[src/rtl/trap_pkg.sv]
// Shared trap_ctrl definitions: cause codes, mtvec modes, FSM states and arbitration result.
package trap_pkg;

    localparam int unsigned XLEN    = 32;
    localparam int unsigned CAUSE_W = 4;

    localparam logic [CAUSE_W-1:0] CAUSE_IMIS  = 4'd0;
    localparam logic [CAUSE_W-1:0] CAUSE_ILL   = 4'd2;
    localparam logic [CAUSE_W-1:0] CAUSE_BRK   = 4'd3;
    localparam logic [CAUSE_W-1:0] CAUSE_LMIS  = 4'd4;
    localparam logic [CAUSE_W-1:0] CAUSE_SMIS  = 4'd6;
    localparam logic [CAUSE_W-1:0] CAUSE_ECALL = 4'd11;
    localparam logic [CAUSE_W-1:0] CAUSE_MSI   = 4'd3;
    localparam logic [CAUSE_W-1:0] CAUSE_MTI   = 4'd7;
    localparam logic [CAUSE_W-1:0] CAUSE_MEI   = 4'd11;

    localparam logic [1:0] MTVEC_DIRECT = 2'b00;
    localparam logic [1:0] MTVEC_VECT   = 2'b01;

    typedef enum logic [1:0] {
        ST_IDLE      = 2'd0,
        ST_TRAP_SET  = 2'd1,
        ST_TRAP_JUMP = 2'd2,
        ST_MRET_JUMP = 2'd3
    } state_e;

    typedef struct packed {
        logic               valid;
        logic [CAUSE_W-1:0] cause;
        logic               i_or_e;
    } trap_req_t;

endpackage

[src/rtl/trap_prio_enc.sv]
// Fixed-priority trap arbiter: exceptions first, then globally enabled pending interrupts.
module trap_prio_enc
    import trap_pkg::*;
(
    input  logic      instr_misalign_in,
    input  logic      illegal_instr_in,
    input  logic      ebreak_in,
    input  logic      ecall_in,
    input  logic      load_misalign_in,
    input  logic      store_misalign_in,
    input  logic      meip_in,
    input  logic      msip_in,
    input  logic      mtip_in,
    input  logic      meie_in,
    input  logic      msie_in,
    input  logic      mtie_in,
    input  logic      mstatus_mie_in,
    output trap_req_t req_c
);

    always_comb begin
        req_c = '0;
        if (instr_misalign_in) begin
            req_c = '{valid: 1'b1, cause: CAUSE_IMIS, i_or_e: 1'b0};
        end else if (illegal_instr_in) begin
            req_c = '{valid: 1'b1, cause: CAUSE_ILL, i_or_e: 1'b0};
        end else if (ebreak_in) begin
            req_c = '{valid: 1'b1, cause: CAUSE_BRK, i_or_e: 1'b0};
        end else if (ecall_in) begin
            req_c = '{valid: 1'b1, cause: CAUSE_ECALL, i_or_e: 1'b0};
        end else if (load_misalign_in) begin
            req_c = '{valid: 1'b1, cause: CAUSE_LMIS, i_or_e: 1'b0};
        end else if (store_misalign_in) begin
            req_c = '{valid: 1'b1, cause: CAUSE_SMIS, i_or_e: 1'b0};
        end else if (mstatus_mie_in && meip_in && meie_in) begin
            req_c = '{valid: 1'b1, cause: CAUSE_MEI, i_or_e: 1'b1};
        end else if (mstatus_mie_in && msip_in && msie_in) begin
            req_c = '{valid: 1'b1, cause: CAUSE_MSI, i_or_e: 1'b1};
        end else if (mstatus_mie_in && mtip_in && mtie_in) begin
            req_c = '{valid: 1'b1, cause: CAUSE_MTI, i_or_e: 1'b1};
        end
    end

endmodule

[src/rtl/trap_ctrl.sv]
// Machine-mode trap sequencer: arbitrates traps/MRET, drives mcause/mepc/mstatus
// strobes and stalls, flushes and redirects fetch.
module trap_ctrl
    import trap_pkg::*;
#(
    parameter bit              VECTORED_EN = 1'b1,
    parameter logic [XLEN-1:0] RESET_PC    = 32'h0000_0000
) (
    input  logic                clock,
    input  logic                rst_n_in,
    input  logic                instr_valid_in,
    input  logic [XLEN-1:0]     pc_in,
    input  logic                instr_misalign_in,
    input  logic                illegal_instr_in,
    input  logic                ebreak_in,
    input  logic                load_misalign_in,
    input  logic                store_misalign_in,
    input  logic                ecall_in,
    input  logic                mret_in,
    input  logic                meip_in,
    input  logic                msip_in,
    input  logic                mtip_in,
    input  logic                meie_in,
    input  logic                msie_in,
    input  logic                mtie_in,
    input  logic                mstatus_mie_in,
    input  logic [XLEN-1:0]     mtvec_in,
    input  logic [XLEN-1:0]     mepc_in,
    output logic                set_cause_out,
    output logic [CAUSE_W-1:0]  cause_out,
    output logic                i_or_e_out,
    output logic                set_epc_out,
    output logic [XLEN-1:0]     epc_out,
    output logic                mie_clear_out,
    output logic                mie_restore_out,
    output logic                stall_out,
    output logic                flush_out,
    output logic                redirect_valid_out,
    output logic [XLEN-1:0]     redirect_pc_out,
    output logic                busy_out
);

    localparam logic [XLEN-1:0] ALIGN_MASK = 32'hFFFF_FFFC;

    state_e             state_q, state_d;
    logic [CAUSE_W-1:0] cause_q, cause_d;
    logic               i_or_e_q, i_or_e_d;
    logic [XLEN-1:0]    epc_q, epc_d;
    logic               stall_c;
    logic               vect_c;
    trap_req_t          req_c;

    trap_prio_enc u_prio (
        .instr_misalign_in (instr_misalign_in),
        .illegal_instr_in  (illegal_instr_in),
        .ebreak_in         (ebreak_in),
        .ecall_in          (ecall_in),
        .load_misalign_in  (load_misalign_in),
        .store_misalign_in (store_misalign_in),
        .meip_in           (meip_in),
        .msip_in           (msip_in),
        .mtip_in           (mtip_in),
        .meie_in           (meie_in),
        .msie_in           (msie_in),
        .mtie_in           (mtie_in),
        .mstatus_mie_in    (mstatus_mie_in),
        .req_c             (req_c)
    );

    always_ff @(posedge clock or negedge rst_n_in) begin
        if (!rst_n_in) begin
            state_q  <= ST_IDLE;
            cause_q  <= '0;
            i_or_e_q <= 1'b0;
            epc_q    <= '0;
        end else begin
            state_q  <= state_d;
            cause_q  <= cause_d;
            i_or_e_q <= i_or_e_d;
            epc_q    <= epc_d;
        end
    end

    assign vect_c = VECTORED_EN && (mtvec_in[1:0] == MTVEC_VECT) && i_or_e_q;

    always_comb begin
        state_d            = state_q;
        cause_d            = cause_q;
        i_or_e_d           = i_or_e_q;
        epc_d              = epc_q;
        stall_c            = 1'b0;
        set_cause_out      = 1'b0;
        set_epc_out        = 1'b0;
        mie_clear_out      = 1'b0;
        mie_restore_out    = 1'b0;
        flush_out          = 1'b0;
        redirect_valid_out = 1'b0;
        redirect_pc_out    = RESET_PC;

        unique case (state_q)
            ST_IDLE: begin
                if (instr_valid_in && req_c.valid) begin
                    state_d  = ST_TRAP_SET;
                    cause_d  = req_c.cause;
                    i_or_e_d = req_c.i_or_e;
                    epc_d    = pc_in & ALIGN_MASK;
                    stall_c  = 1'b1;
                end else if (instr_valid_in && mret_in) begin
                    state_d = ST_MRET_JUMP;
                    stall_c = 1'b1;
                end
            end
            ST_TRAP_SET: begin
                set_cause_out = 1'b1;
                set_epc_out   = 1'b1;
                mie_clear_out = 1'b1;
                stall_c       = 1'b1;
                state_d       = ST_TRAP_JUMP;
            end
            ST_TRAP_JUMP: begin
                redirect_valid_out = 1'b1;
                flush_out          = 1'b1;
                stall_c            = 1'b1;
                // Vector offset is cause*4; the 32-bit add wraps.
                redirect_pc_out    = (mtvec_in & ALIGN_MASK)
                                   + (vect_c ? XLEN'({cause_q, 2'b00}) : '0);
                state_d            = ST_IDLE;
            end
            ST_MRET_JUMP: begin
                mie_restore_out    = 1'b1;
                redirect_valid_out = 1'b1;
                flush_out          = 1'b1;
                stall_c            = 1'b1;
                redirect_pc_out    = mepc_in & ALIGN_MASK;
                state_d            = ST_IDLE;
            end
            default: state_d = ST_IDLE;
        endcase
    end

    // The IDLE stall follows live request inputs, so it is masked while reset is held.
    assign stall_out  = stall_c && rst_n_in;
    assign cause_out  = cause_q;
    assign i_or_e_out = i_or_e_q;
    assign epc_out    = epc_q;
    assign busy_out   = (state_q != ST_IDLE);

endmodule

[config.mk]
export PLATFORM = sky130hd
export DESIGN_NAME = trap_ctrl
export DESIGN_NICKNAME = d
export VERILOG_FILES = /design/src/rtl/trap_pkg.sv /design/src/rtl/trap_prio_enc.sv /design/src/rtl/trap_ctrl.sv
export SDC_FILE = /design/constraint.sdc
export NUM_CORES = 1
export LEC_CHECK = 0
export ABC_AREA = 1
export CAP_MARGIN = 40
export CORE_UTILIZATION = 40
export CTS_BUF_LIST = sky130_fd_sc_hd__clkbuf_2
export DETAILED_ROUTE_END_ITERATION = 16
export GPL_TIMING_DRIVEN = 1
export HOLD_SLACK_MARGIN = 0.05
export PLACE_DENSITY = 0.9
export SYNTH_ARGS = -nofsm -noshare
export SYNTH_HDL_FRONTEND = slang
export SYNTH_SLANG_ARGS = --single-unit
[constraint.sdc]
create_clock -name clock -period 7.31 [get_ports clock]
set_clock_uncertainty 0.15 [all_clocks]
set_input_delay 1.0965 -clock clock [delete_from_list [all_inputs] [get_ports clock]]
set_output_delay 1.0965 -clock clock [all_outputs]
set_load 0.02 [all_outputs]
==> metrics.txt, run 1 <==
RSZ-0062 raised after global routing=false; Multi-input gate area=0.001795 sq mm; H-tree depth=2; VDD IR-drop max=0.2567 mV; post-cts sizing count=0; P_sw=607.4 uW; outcome=complete, no violations; clock transition at the registers of the reported paths=0.18 ns; layout cells sized above 1=3.295%; sequential power share=25.7%; FF+latch area=925.9 sq um; Avg Synthesized Cell Area=5.822 sq um; max incr delay on CP=0.64 ns; I/O Buffers=181; Slew HR=44.91%; post-DP HPWL=8231 um; final max-slew violation count=0; clock net sink count=37; IO Count=190; Comb pwr share=65.3%; Detailed Route Iter0 Violations=69; Tcrit/Tclk final=72.89%; DRT Pass-1 Iters=4; WP data required=6.06 ns; die area=0.007995 sq mm; sequential-to-total area share from yosys stat=30.29%; gpl congestion=0.9244; critical path class=input port to output port; CTS buffer count=5; via count of the first global-routing pass=3,640; #FFs+latches synth=37; Min-Delay Path Class=register to register; initial antenna violation count=0; Buf/Inv on CP=4; diodes inserted=0; hold_buf cts=0; # rows=31; Worst setup EP type=output port; clock latency on the worst-skew pair=0.35 ns; Post-Syn Instances=525; grt ovf=0; cell-internal power=759.0 uW; antenna-violating nets left=0; Die Y=89.42 um; clock share of power=9.0%; Worst-Margin Slew=0.8264 ns; first-pass GRT wire length=15,680 um; core area=0.007331 sq mm; number of max-cap violations=0; DRC violations left=0; Power, Total=1366 uW; most frequent cells in the layout=nand2_1 (266), clkdlybuf4s50_1 (180), inv_1 (58); gr usage total=25.34%; YS warnings=0; WL final=10,130 um; final hold viol count=0; Initial Util=41.70%; synth unique cells=30; P&R area growth vs syn=62.42%; Final Util=67.72%; Avg Vias per Cell=4.817; root buffer cell=clkbuf_2; FILL cells=647; worst-path maximum fanout=8; switching portion of total power=44.45%; CTS tree=done; startpoint types=input port; Max Freq=0.1877 GHz; largest net degree at the start of global routing=41; cell area after layout=0.004965 sq mm; Leak=0.002421 uW; maximum clock insertion buffer count=2; chip width=89.42 um; layout net count=815; final setup TNS=0 ns; hold slack=0.3505 ns; via count=3,839; commonest non-fill, non-tap cell in the layout=nand2_1; Worst Path Arrival=4.08 ns; post-placement cell area=0.004901 sq mm; CP Cell Sequence=clkdlybuf4s50_1 > nand2_1 > nor2_1 > inv_1 > nor2_1 > ha_1 > inv_1 > fa_1 > nor2_2 > nor2_2 > nor2_4 > a21oi_1 > o21ai_0 > clkdlybuf4s50_1; delay-heaviest family, CP=buffers and inverters; DR WL/cell=12.71 um; fin crit period=5.328 ns; number of setup violations in the final report=0; Worst path slowest cell=clkdlybuf4s50_1; PwrDens=275.2 mW/mm^2; post-CTS setup buffers=0; Mapped Area=0.003057 sq mm
[cells by family (layout without fill, tap and decap cells)]
kind of cell	after synthesis	after routing	synth area share, %
buf+inv	79	249	11.34
compound gates	29	29	5.117
other cells	1	4	0.1227
fa+ha+maj	5	5	2.292
xor+xnor	2	2	0.5732
flops	37	37	30.29
simple gates	372	372	50.27
[cells in the mapped netlist, drive strengths merged]
master	n	area, sq um
a21boi	1	7.510
o31ai	1	7.510
a21oi	5	25.02
xnor2	1	8.760
ha	4	50.05
conb	1	3.750
dfrtp	37	925.9
inv	59	221.5
a22o	1	8.760
xor2	1	8.760
nor3	2	15.01
fa	1	20.02
nand3	46	260.3
nor2	53	231.5
nand2	268	1011
nand4	3	18.77
o21a	1	7.510
clkbuf	4	15.01
buf	16	110.1
o21ai	20	100.1
[power groups by stage]
stage | Clock (uW) | Sequential (uW) | Combinational (uW)
finish | 123 | 351 | 892
global route | 137 | 361 | 960
CTS | 127 | 351 | 897
detailed placement | 0 | 353 | 892
global placement | 0 | 349 | 869
floorplan | 0 | 454 | 355
[tightest hold or removal path, delay by kind of cell (launching register included)]
kind	cells	cell delay, ns
flip-flops	1	0.38
AND/OR/NAND/NOR	2	0.10
[area by class of cell]
type,count,area share [%]
clock buffer,6,0.6048
clock inverter,2,0.6804
inverter,59,4.461
multi-input combinational,412,36.16
sequential,37,18.65
tap,99,2.495
timing repair buffer,182,36.95
[stage by stage]
stage                     std cells  setup WS (ns)
final                           797          1.982
after global routing            797          1.789
after CTS                       797          1.990
after detailed placement        789          1.995
after global placement          788          2.069
after floorplan                 528          3.066
[sequential cells by signal, indices dropped and copies added (netlist names)]
| name | flops |
|---|---|
| epc_out | 30 |
| state_q | 2 |
| cause_out | 4 |
| i_or_e_out | 1 |
[path summary, 6_finish.rpt]
| check | to | slack, ns | startpoint | depth (start not counted) |
|---|---|---|---|---|
| setup reg to reg | epc_out[28] | 5.13 | state_q[1] | 5 |
| setup / recovery | redirect_pc_out[16] | 1.98 | mtvec_in[0] | 14 |
| hold reg to reg | epc_out[20] | 0.35 | epc_out[20] | 2 |
| min in group asynchronous | epc_out[29] | 0.63 | rst_n_in | 1 |
| max in group asynchronous | i_or_e_out | 5.84 | rst_n_in | 1 |
| hold / removal | epc_out[20] | 0.35 | epc_out[20] | 2 |
[per-layer routing]
layer | track usage, % | routed length (um) | up-vias
met5 | 0 | 0 | -
met2 | 50.17 | 5104 | 173
met1 | 24.79 | 3735 | 1707
met4 | 8.802 | 222 | 0
li1 | - | - | 1935
met3 | 7.387 | 1071 | 24
No activity file was read; power rests on OpenSTA's default activity.
==> run 2: changes to the inputs <==
--- a/config.mk
+++ b/config.mk
@@ -7,12 +7,12 @@
 export LEC_CHECK = 0
 export ABC_AREA = 1
 export CAP_MARGIN = 40
-export CORE_UTILIZATION = 40
+export CORE_UTILIZATION = 35
 export CTS_BUF_LIST = sky130_fd_sc_hd__clkbuf_2
 export DETAILED_ROUTE_END_ITERATION = 16
 export GPL_TIMING_DRIVEN = 1
 export HOLD_SLACK_MARGIN = 0.05
-export PLACE_DENSITY = 0.9
+export PLACE_DENSITY = 0.84
 export SYNTH_ARGS = -nofsm -noshare
 export SYNTH_HDL_FRONTEND = slang
 export SYNTH_SLANG_ARGS = --single-unit
==> constraint.sdc (replaced) <==
create_clock -name clock -period 4.3 [get_ports clock]
set_clock_uncertainty 0.15 [all_clocks]
set_input_delay 0.645 -clock clock [delete_from_list [all_inputs] [get_ports clock]]
set_output_delay 0.645 -clock clock [all_outputs]
set_load 0.02 [all_outputs]
==> metrics.txt, run 2 (same netlist as run 1, synthesis figures left out) <==
fin crit period=4.095 ns; die area=0.009111 sq mm; RSZ-0062 raised after global routing=false; post-DP HPWL=8360 um; CP most frequent cell=nand2_1; largest net degree at the start of global routing=41; IO Count=190; clock net sink count=37; H-tree depth=2; maximum clock insertion buffer count=2; via count=3,848; Tcrit/Tclk final=95.23%; layout net count=822; # rows=33; clock latency on the worst-skew pair=0.37 ns; Detailed Route Iter0 Violations=74; commonest non-fill, non-tap cell in the layout=nand2_1; DRT Pass-1 Iters=5; outcome=complete, no violations; core area=0.008341 sq mm; clock transition at the registers of the reported paths=0.19 ns; Buf/Inv on CP=5; final hold viol count=0; cell area after layout=0.005045 sq mm; dpl cells=799; number of setup violations in the final report=0; Initial Util=36.65%; layout cells sized above 1=4.681%; root buffer cell=clkbuf_2; Avg Vias per Cell=4.751; Worst-Margin Slew=0.7507 ns; Leak=0.002704 uW; chip width=95.45 um; post-placement cell area=0.004938 sq mm; gr usage total=23.33%; CTS buffer count=5; PnR worst setup slack=0.2051 ns; post-place setup slack=-0.01430 ns; Worst setup EP type=output port; FILL cells=770; Finished Layout Cells=810; worst-path maximum fanout=8; via count of the first global-routing pass=3,864; sequential power share=26.5%; max FFs per register=30; gpl congestion=0.9347; first-pass GRT wire length=16,700 um; CTS tree=done; I/O Buffers=181; cell-internal power=1219 uW; Die Y=95.45 um; most frequent cells in the layout=nand2_1 (264), clkdlybuf4s50_1 (163), inv_1 (58); Worst path slowest cell=clkdlybuf4s50_1; number of max-cap violations=0; grt ovf=0; PwrDens=444.9 mW/mm^2; critical path class=input port to output port; startpoint types=input port; P&R area growth vs syn=65.04%; DRC violations left=0; Worst Path Arrival=3.30 ns; delay-heaviest family, CP=buffers and inverters; Min-Delay Path Class=input port to async pin; diodes inserted=0; WP data required=3.50 ns; final max-slew violation count=0; VDD IR-drop max=0.3410 mV; WL final=10,380 um; max incr delay on CP=0.45 ns; P_sw=1025 uW; Comb pwr share=66.5%; antenna-violating nets left=0; Slew HR=49.90%; switching portion of total power=45.67%; Max Freq=0.2442 GHz; CP Cell Sequence=clkdlybuf4s50_1 > nand2_1 > nor2_1 > inv_1 > nor2_1 > ha_1 > inv_1 > fa_1 > nor2_2 > nor2_2 > nor2_4 > buf_4 > nand2_2 > nand2_1 > nand2_1 > o21ai_1 > dlygate4sd2_1; initial antenna violation count=0; clock share of power=7.0%; DR WL/cell=12.81 um
-- run 2: cell types whose count changed in the layout (fill, tap and decap cells not counted), moves of 2 or more --
cell	previous run	this run
nand2_1	266	264
buf_4	0	7
nand2_2	2	4
clkdlybuf4s50_1	180	163
dlymetal6s2s_1	0	16
clkinv_2	0	2
-- run 2: layer usage --
metal | vias up | wire length [um] | GRT usage, % | part of all wire [%]
met2 | 167 | 4996 | 44.64 | 48
met1 | 1704 | 4004 | 23.48 | 39
met3 | 23 | 1069 | 6.459 | 10
li1 | 1954 | - | - | -
met5 | - | 0 | 0 | 0
met4 | 0 | 306 | 9.577 | 2.9
-- run 2: timing repair --
| item | in CTS | in global routing |
|---|---|---|
| gates resized for setup | 1 | 18 |
| buffers inserted | 0 | 3 |
| setup endpoints to repair | 1 | 17 |
| hold buffers | 0 | 0 |
| pin swaps | 0 | 1 |
-- run 2: cell type report --
type                    instances  area [sq um]  area share, %
clock buffers                   6         30.03         0.5952
clock inverters                 2         10.01         0.1984
inverters                      59         221.5          4.390
multi-input cells             412          1800          35.69
flip-flops and latches         37         925.9          18.35
well taps                     105         131.4          2.604
repair buffers                189          1926          38.17
-- run 2: power by group through the flow --
stage               clock network (uW)  logic, uW  registers, uW
floorplan                            0        604            771
global placement                     0       1480            594
detailed placement                   0       1520            598
CTS                                165       1520            595
global route                       175       1620            615
finish                             158       1490            595
-- run 2: path summary, 6_finish.rpt --
kind                             start                   to  slack [ns]  depth (start not counted)
min reg2reg                epc_out[21]          epc_out[21]        0.35                          2
min                           rst_n_in          epc_out[16]        0.11                          2
min in group clock         epc_out[21]          epc_out[21]        0.35                          2
max                        mtvec_in[0]  redirect_pc_out[18]        0.21                         17
max reg2reg                 state_q[1]          epc_out[30]        2.10                          5
max in group asynchronous     rst_n_in           epc_out[4]        3.55                          2
-- run 2: through the flow --
step,util (%),hold slack (ns),total power [uW],TNS (ns)
2_1_floorplan,-,0.1994,1375,0
3_3_place_gp,58.88,0.3113,2078,0
3_5_place_dp,59.21,0.3154,2115,-0.01430
4_1_cts,59.68,0.09587,2280,0
5_1_grt,60.49,0.1272,2414,0
6_report,60.49,0.1145,2244,0
==> variant, RTL diff (config.mk and constraints of run 2) <==
Set the package constant `XLEN` to 48 (it was 32).
--- a/src/rtl/trap_pkg.sv
+++ b/src/rtl/trap_pkg.sv
@@ -3,3 +3,3 @@
 
-    localparam int unsigned XLEN    = 32;
+    localparam int unsigned XLEN    = 48;
     localparam int unsigned CAUSE_W = 4;
Interface: changed (5 resized); port bits go from 190 to 270. No check against the original RTL was run, so the function may have changed too.
==> variant against run 2 <==
Cell area is 1.3% higher; combinational power up 5%; first-iteration DRC count rose by 58%; clock power down 3%; area after synthesis rose by 9.2%; sequential cell count unchanged; total power up 4.6%; critical path type unchanged; sequential share of layout area down 0.24 points; global-route usage decreased by 0.60 points; routed wire length is 7.8% higher; highest routed layer unchanged; setup slack worse by 40 ps.
==> variant: results <==
{
  "cts_resized": 0,
  "io_buffers": 182,
  "clkLatencyLatePin_ps": 410,
  "leakage_nw": 2.45,
  "synth_cell_types": 34,
  "final_net_count": 869,
  "post_cts_buffers": 0,
  "dp_slack_ps": 178,
  "hold_ws_ps": 87.0,
  "worstPathMaxFanout": 5,
  "wl_per_cell_um": 13.4,
  "ys_top_cells_by_area": "dfrtp_1 28%, nand2_1 23%, buf_4 8.5%",
  "vdd_drop_max_v": 0.000354,
  "hpwl_um": 9070,
  "grt_max_degree": 39,
  "dpl_cell_area_um2": 5070,
  "synth.avg_cell_area_um2": 6.31,
  "synth_common_cells": "203 x nand2_1, 50 x nor2_1, 43 x inv_1, 43 x nand3_1, 38 x buf_4",
  "worstPathArrival_ps": 3340,
  "slew_headroom": 0.432,
  "drtIter0Drc": 117,
  "status": "completed",
  "drive_gt1_frac": 0.0725,
  "place_congestion": 1.07,
  "vias_per_cell": 4.70,
  "r2r_slack_ps": 2290,
  "grt_use_total": 0.227,
  "multi_input_comb_area_um2": 1970
}
==> variant: report_power, final <==
group	internal [mW]	switching (mW)	total [mW]	leakage [nW]
clock network	0.0350	0.119	0.154	0.0225
registers	0.501	0.119	0.620	0.463
logic	0.706	0.868	1.57	1.97
==> variant: per-layer routing <==
metal  vias up  GRT usage  wire length (um)
met4         0     0.0826               300
met3        35     0.0654              1290
met5         -          0                 0
met2       242      0.420              5570
met1      1712      0.245              4030
li1       1923          -                 -
==> variant: area by class of cell <==
cell class                 instances  area share
timing repair buffer             184       0.359
clock inverter                     2     0.00220
clock buffer                       5     0.00490
tap                              129      0.0316
inverter                          45      0.0345
sequential                        37       0.181
multi-input combinational        430       0.386
==> variant: cells by family after synthesis <==
kind of cell / after synthesis / share of synthesized area
other: 1 / 0.00112
buffers and inverters: 96 / 0.170
adders and majority gates: 5 / 0.0210
xor gates and xnor gates: 3 / 0.00788
DFF: 37 / 0.277
AOI/OAI and AO/OA: 40 / 0.0679
and+or+nand+nor: 347 / 0.455
==> variant: worst max path at each step <==
stage                           start                  end  slack, ps  depth (start not counted)
final                     mtvec_in[1]  redirect_pc_out[26]        160                         13
after global placement    mtvec_in[1]  redirect_pc_out[26]        180                         13
after detailed placement  mtvec_in[1]  redirect_pc_out[26]        180                         13
after global routing      mtvec_in[1]  redirect_pc_out[26]          2                         13
after CTS                 mtvec_in[1]  redirect_pc_out[26]        160                         13
after floorplan           mtvec_in[1]  redirect_pc_out[10]       1150                          9
==> variant: critical path: stages <==
cell and delay [ps]:
clkdlybuf4s50_1 440, nand3b_1 170, nor2_1 80, ha_1 200, fa_1 430, a21oi_1 230, inv_1 130, nand2_1 130
inv_1 70, nand3_1 60, nand3_1 80, nand2_1 70, clkdlybuf4s50_1 590
